==> src/rtl/bool_truth_scanner_pkg.sv <==
// Shared types and constants for the 4-input truth-table scanner.
package bool_scan_pkg;

    localparam int VEC_W    = 4;
    localparam int N_VEC    = 16;
    localparam int SETTLE_W = 8;
    localparam int FAIL_W   = 5;

    // Reference function (a&b)|(c&d), bit i = y for vector i.
    localparam logic [N_VEC-1:0] TT_AB_OR_CD = 16'hF888;

    typedef enum logic [1:0] {
        IDLE   = 2'd0,
        DRIVE  = 2'd1,
        SAMPLE = 2'd2,
        DONE   = 2'd3
    } state_t;

endpackage

==> src/rtl/bool_truth_scanner_if.sv <==
// Stimulus/response bundle between the scanner and whoever starts it and supplies y.
interface bool_truth_scanner_if;
    import bool_scan_pkg::*;

    // start is a request sampled only while the scanner is idle; done is a
    // one-cycle completion pulse and results stay valid until the next accepted start.
    logic                 start;
    logic [VEC_W-1:0]     vec_out;
    logic                 y_in;
    logic                 busy;
    logic                 done;
    logic                 pass;
    logic [N_VEC-1:0]     table_out;
    logic [FAIL_W-1:0]    fail_count;
    logic                 first_fail_valid;
    logic [VEC_W-1:0]     first_fail_idx;
    logic                 xz_seen;
    state_t               state_dbg;

    modport master (
        output start, y_in,
        input  vec_out, busy, done, pass, table_out, fail_count,
               first_fail_valid, first_fail_idx, xz_seen, state_dbg
    );

    modport slave (
        input  start, y_in,
        output vec_out, busy, done, pass, table_out, fail_count,
               first_fail_valid, first_fail_idx, xz_seen, state_dbg
    );

endinterface

==> src/rtl/bool_truth_scanner.sv <==
// Walks all 16 {a,b,c,d} vectors, samples y after a settle window, and grades
// the captured truth table against an expected mask.
module bool_truth_scanner
    import bool_scan_pkg::*;
#(
    parameter int unsigned      SETTLE_CYCLES = 2,
    parameter logic [N_VEC-1:0] EXPECTED      = TT_AB_OR_CD
) (
    input logic                 clk,
    input logic                 rst_n,
    bool_truth_scanner_if.slave bus
);

    localparam logic [SETTLE_W-1:0] SETTLE_LAST = SETTLE_W'(SETTLE_CYCLES - 1);
    localparam logic [VEC_W-1:0]    IDX_LAST    = VEC_W'(N_VEC - 1);

    state_t              state_q;
    logic [VEC_W-1:0]    idx_q;
    logic [SETTLE_W-1:0] settle_q;
    logic [VEC_W-1:0]    vec_q;
    logic                busy_q;
    logic                done_q;
    logic                pass_q;
    logic [N_VEC-1:0]    table_q;
    logic [FAIL_W-1:0]   fail_q;
    logic                ffv_q;
    logic [VEC_W-1:0]    ffi_q;
    logic                xz_q;

    logic                y_one;
    logic                y_xz;
    logic                miss;
    logic [FAIL_W-1:0]   fail_d;
    logic                xz_d;

    // Only a clean 1 counts as 1; anything not cleanly 0 or 1 is flagged.
    always_comb begin
        y_one  = (bus.y_in === 1'b1);
        y_xz   = !((bus.y_in === 1'b0) || y_one);
        miss   = (y_one != EXPECTED[idx_q]);
        fail_d = miss ? fail_q + FAIL_W'(1) : fail_q;
        xz_d   = xz_q | y_xz;
    end

    always_ff @(posedge clk) begin
        if (!rst_n) begin
            state_q  <= IDLE;
            idx_q    <= '0;
            settle_q <= '0;
            vec_q    <= '0;
            busy_q   <= 1'b0;
            done_q   <= 1'b0;
            pass_q   <= 1'b0;
            table_q  <= '0;
            fail_q   <= '0;
            ffv_q    <= 1'b0;
            ffi_q    <= '0;
            xz_q     <= 1'b0;
        end else begin
            case (state_q)
                IDLE: begin
                    vec_q <= '0;
                    if (bus.start) begin
                        state_q  <= DRIVE;
                        idx_q    <= '0;
                        settle_q <= '0;
                        busy_q   <= 1'b1;
                        pass_q   <= 1'b0;
                        table_q  <= '0;
                        fail_q   <= '0;
                        ffv_q    <= 1'b0;
                        ffi_q    <= '0;
                        xz_q     <= 1'b0;
                    end
                end
                DRIVE: begin
                    settle_q <= settle_q + SETTLE_W'(1);
                    if (settle_q == SETTLE_LAST) begin
                        state_q <= SAMPLE;
                    end
                end
                SAMPLE: begin
                    table_q[idx_q] <= y_one;
                    fail_q         <= fail_d;
                    xz_q           <= xz_d;
                    if (miss && !ffv_q) begin
                        ffv_q <= 1'b1;
                        ffi_q <= idx_q;
                    end
                    if (idx_q == IDX_LAST) begin
                        state_q <= DONE;
                        done_q  <= 1'b1;
                        pass_q  <= (fail_d == '0) && !xz_d;
                    end else begin
                        state_q  <= DRIVE;
                        idx_q    <= idx_q + VEC_W'(1);
                        vec_q    <= idx_q + VEC_W'(1);
                        settle_q <= '0;
                    end
                end
                DONE: begin
                    state_q <= IDLE;
                    done_q  <= 1'b0;
                    busy_q  <= 1'b0;
                    vec_q   <= '0;
                end
                default: state_q <= IDLE;
            endcase
        end
    end

    assign bus.vec_out          = vec_q;
    assign bus.busy             = busy_q;
    assign bus.done             = done_q;
    assign bus.pass             = pass_q;
    assign bus.table_out        = table_q;
    assign bus.fail_count       = fail_q;
    assign bus.first_fail_valid = ffv_q;
    assign bus.first_fail_idx   = ffi_q;
    assign bus.xz_seen          = xz_q;
    assign bus.state_dbg        = state_q;

endmodule

==> src/flat_wrapper.sv <==
// flat-port wrapper written by rule: the top's interface ports become plain ports
module bool_truth_scanner_flat import bool_scan_pkg::*;
#(
    parameter int unsigned      SETTLE_CYCLES = 2,
    parameter logic [N_VEC-1:0] EXPECTED      = TT_AB_OR_CD
)
  (clk, rst_n, bus_start, bus_y_in, bus_vec_out, bus_busy, bus_done, bus_pass, bus_table_out, bus_fail_count, bus_first_fail_valid, bus_first_fail_idx, bus_xz_seen, bus_state_dbg);
  bool_truth_scanner_if bus_i ();
  input logic clk;
  input logic rst_n;
  input wire logic [$bits(bus_i.start)-1:0] bus_start;
  input wire logic [$bits(bus_i.y_in)-1:0] bus_y_in;
  output wire logic [$bits(bus_i.vec_out)-1:0] bus_vec_out;
  output wire logic [$bits(bus_i.busy)-1:0] bus_busy;
  output wire logic [$bits(bus_i.done)-1:0] bus_done;
  output wire logic [$bits(bus_i.pass)-1:0] bus_pass;
  output wire logic [$bits(bus_i.table_out)-1:0] bus_table_out;
  output wire logic [$bits(bus_i.fail_count)-1:0] bus_fail_count;
  output wire logic [$bits(bus_i.first_fail_valid)-1:0] bus_first_fail_valid;
  output wire logic [$bits(bus_i.first_fail_idx)-1:0] bus_first_fail_idx;
  output wire logic [$bits(bus_i.xz_seen)-1:0] bus_xz_seen;
  output wire logic [$bits(bus_i.state_dbg)-1:0] bus_state_dbg;
  assign bus_i.start = bus_start;
  assign bus_i.y_in = bus_y_in;
  assign bus_vec_out = bus_i.vec_out;
  assign bus_busy = bus_i.busy;
  assign bus_done = bus_i.done;
  assign bus_pass = bus_i.pass;
  assign bus_table_out = bus_i.table_out;
  assign bus_fail_count = bus_i.fail_count;
  assign bus_first_fail_valid = bus_i.first_fail_valid;
  assign bus_first_fail_idx = bus_i.first_fail_idx;
  assign bus_xz_seen = bus_i.xz_seen;
  assign bus_state_dbg = bus_i.state_dbg;
  bool_truth_scanner #(.SETTLE_CYCLES(SETTLE_CYCLES), .EXPECTED(EXPECTED)) u_core (.clk(clk), .rst_n(rst_n), .bus(bus_i));
endmodule
==> config.mk <==
export PLATFORM = sky130hd
export DESIGN_NAME = bool_truth_scanner_flat
export DESIGN_NICKNAME = d
export VERILOG_FILES = /design/src/rtl/bool_truth_scanner_pkg.sv /design/src/rtl/bool_truth_scanner_if.sv /design/src/rtl/bool_truth_scanner.sv /design/src/flat_wrapper.sv
export SDC_FILE = /design/constraint.sdc
export NUM_CORES = 1
export LEC_CHECK = 0
export ABC_AREA = 1
export BUFFER_PORTS_ARGS = -buffer_cell sky130_fd_sc_hd__buf_2
export CELL_PAD_IN_SITES_DETAIL_PLACEMENT = 0
export CELL_PAD_IN_SITES_GLOBAL_PLACEMENT = 1
export CORE_UTILIZATION = 40
export CTS_BUF_LIST = sky130_fd_sc_hd__clkbuf_4 sky130_fd_sc_hd__clkbuf_8
export CTS_CLUSTER_SIZE = 10
export DETAILED_ROUTE_END_ITERATION = 10
export PLACE_DENSITY_LB_ADDON = 0.1
export SLEW_MARGIN = 20
export SYNTH_ARGS = -nofsm -noshare
export SYNTH_HDL_FRONTEND = slang
export SYNTH_SLANG_ARGS = --single-unit
export TNS_END_PERCENT = 100
==> constraint.sdc <==
create_clock -name clk -period 1.8 [get_ports clk]
set_clock_uncertainty 0.05 [all_clocks]
set_input_delay 0.09 -clock clk [delete_from_list [all_inputs] [get_ports clk]]
set_output_delay 0.09 -clock clk [all_outputs]
set_load 0.01 [all_outputs]
==> flow_metrics.tcl <==
set metrics [dict create \
    gp_congestion 0.8860 \
    cap_violations 0 \
    post_drt_via_cell_ratio 4.925 \
    post_cts_buffers 0 \
    n_antenna_cell 0 \
    async_reset_ff_frac 0 \
    path_class "reg2reg" \
    wl_met1_um 3099 \
    antenna_found_initial 0 \
    hold_path.class "in2reg" \
    yosysWarnings 0 \
    drv_slew 0 \
    cts.sinks 49 \
    drt-total-wl_um 6150 \
    synth_cell_types 32 \
    clockRootBuffer "clkbuf_8" \
    synth-seq-cells 49 \
    met2RoutedLength_um 2795 \
    start_util 0.4149 \
    synthMuxAreaShare 0 \
    drt_iter0_markers 114 \
    finalHoldViolCount 0 \
    synth_area_um2 2471 \
    fill_cells 619 \
    die_w_um 80.60 \
    cts.reportedPaths.clkPinSlew_ps 100 \
    final_nets 406 \
    die_area_um2 6496 \
    grt_pass1_vias 2015 \
    period_minus_slack_ps 1686 \
    required_ps 1940 \
    grt_pass1_wl_um 9901 \
    top_layer "met4" \
    wire_per_inst_um 13.23 \
    ff_latch_area_um2 980.9 \
    fin_hold_ws_ps 108.1 \
    die_h_um 80.60 \
    synth_top_family_by_area "simple AND/OR/NAND/NOR gates" \
    max_clock_freq_mhz 593.3 \
    hpwl_um 4516 \
    tightest_slew_ps 468.2 \
    wl_met3_um 235 \
    antenna_left 0 \
    utilization 0.5027 \
    setup_tns_ps 0 \
    synth_xor_area_frac 0.01418 \
    drt_first_pass_iters 4 \
    std_cell_rows 28 \
    post-route-period-util 0.9364 \
    core_region_area_um2 5956 \
    grt_max_degree 24 \
    leakage_nw 1.271 \
    syn-instance-count 331 \
    endpoint_kind "register" \
    synth_enable_flop_cells 0 \
    start_kind "register" \
    timing.max_slew.rel_slack 0.6858 \
    setup_viol 0 \
    synth-simple-area-share 0.2572 \
    crit_fanout 10 \
    cts.path.max_buffers 2 \
    synthAdderAreaFrac 0.06582 \
    io_buffer_count 39 \
    dp_cells 457 \
    power.density_nw_per_um2 1110 \
    vdd_ir_drop_max_mv 0.5215 \
    status "finished, final reports clean" \
    finalPower_mw 3.325 \
    synth.net_count 348 \
    grt-ovfl-total 0 \
    clkLatencyLatePin_ps 310 \
    synthToLayoutAreaGrowth_pct 21.16 \
    multi_input_area_um2 1338 \
    cts_buffers 5 \
    synth_compound_area_frac 0.1899 \
    ys.flop_type "dfxtp_1" \
    avgSynthCellArea_um2 7.466 \
    drc_errors 0 \
    track_usage 0.2011 \
    yosysSeqAreaShare 0.3970 \
    fin_cells 465 \
    ios 40 \
    arrival_ps 1830 \
    cts.htree.levels 2 \
    vias 2290 \
    drive_gt1_frac 0.2333 \
    tritoncts "yes" \
]
## metrics by stage
step	worst slack (ps)	cell area, um^2
global placement	75.38	2869
detailed placement	46.32	2869
CTS	9.893	2955
finish	114.4	2994
global route	-15.01	2994
floorplan	58.87	2471
## layout by cell type, fill, tap and decap left out, types with 4 or more instances in the layout
cell,synthesis,layout
inv_1,36,35
a21oi_1,30,30
o211ai_1,9,9
buf_2,3,39
nand3_1,29,29
o22ai_1,6,6
o21ai_0,13,13
buf_4,3,20
dfxtp_1,49,49
ha_1,13,10
nor2_1,17,17
o21ai_1,8,8
clkbuf_8,0,5
xor2_1,4,4
nand2_1,79,79
## synthesized netlist by cell type, types with 2 or more instances
master	count	area (um^2)
a211oi_1	2	15.01
nor3_1	3	15.01
o21ai_2	2	17.52
a211oi_2	2	25.02
a21oi_2	3	26.28
a21oi_1	30	150.1
inv_1	36	135.1
o21ai_0	13	65.06
nand2_2	3	18.77
nand2_4	2	22.52
dfxtp_1	49	980.9
buf_4	3	22.52
xor2_1	4	35.03
o22ai_1	6	37.54
nor2_1	17	63.81
ha_1	13	162.7
buf_2	3	15.01
clkbuf_1	3	11.26
nand4_1	3	18.77
nand3_1	29	145.1
o21ai_1	8	40.04
nand2_1	79	296.5
o211ai_1	9	67.56
## cell families (layout without fill, tap and decap cells)
group,count (synthesis),count (layout)
adders and majority gates,13,13
AOI/OAI and AO/OA,77,77
and+or+nand+nor,142,142
DFF,49,49
xor gates and xnor gates,4,4
buffers and inverters,46,105
## power breakdown
part	switching, mW	internal [mW]
sequential	0.0512	1.15
clock	0.381	0.286
combinational	0.916	0.539
## worst paths after layout
path                                        startpoint                                   endpoint  slack, ps  cells after the start
max               u_core.bus.state_dbg[1]$_SDFFE_PN0P_            u_core.settle_q[6]$_SDFFE_PN0P_        110                      8
min reg2reg  u_core.bus.first_fail_idx[2]$_SDFFE_PN0P_  u_core.bus.first_fail_idx[2]$_SDFFE_PN0P_        410                      2
max reg2reg       u_core.bus.state_dbg[1]$_SDFFE_PN0P_            u_core.settle_q[6]$_SDFFE_PN0P_        110                      8
min                                              rst_n       u_core.bus.state_dbg[0]$_SDFFE_PN0P_        110                      3
## state kept, by name, summed over array words and instances (netlist names), named ones only
signal	cells
u_core.settle_q	8
u_core.idx_q	4
u_core.bus.xz_seen	1
u_core.bus.pass	1
u_core.bus.first_fail_idx	4
u_core.bus.done	1
u_core.bus.state_dbg	2
u_core.bus.table_out	16
u_core.bus.first_fail_valid	1
u_core.bus.busy	1
u_core.bus.vec_out	4
u_core.bus.fail_count	5
## worst max-delay path: stages (launching register included)
cell and delay, ps:
dfxtp_1 410, inv_1 120, ha_4 210, o21ai_2 320, nand2_4 90, nand2_4 140, inv_2 60, a21oi_1 120
nor3_1 50
## final cells by class
class                      count  area share
clock buffer                   6     0.02549
clock inverter                 2    0.003343
inverter                      37     0.04639
multi-input combinational    236      0.4467
sequential                    49      0.3276
tap                           75     0.03134
timing repair buffer          60      0.1191
## layer usage
layer | up-vias | GRT usage
li1 | 1218 | -
met1 | 1031 | 0.2743
met2 | 39 | 0.3195
met4 | 0 | 0.03750
met3 | 2 | 0.05000
met5 | - | 0
## timing repair
action | CTS | global route
hold buffers | 0 | 0
setup endpoints to repair | 0 | 30
resized for setup | 0 | 8
Power figures use the tool's default switching activity.
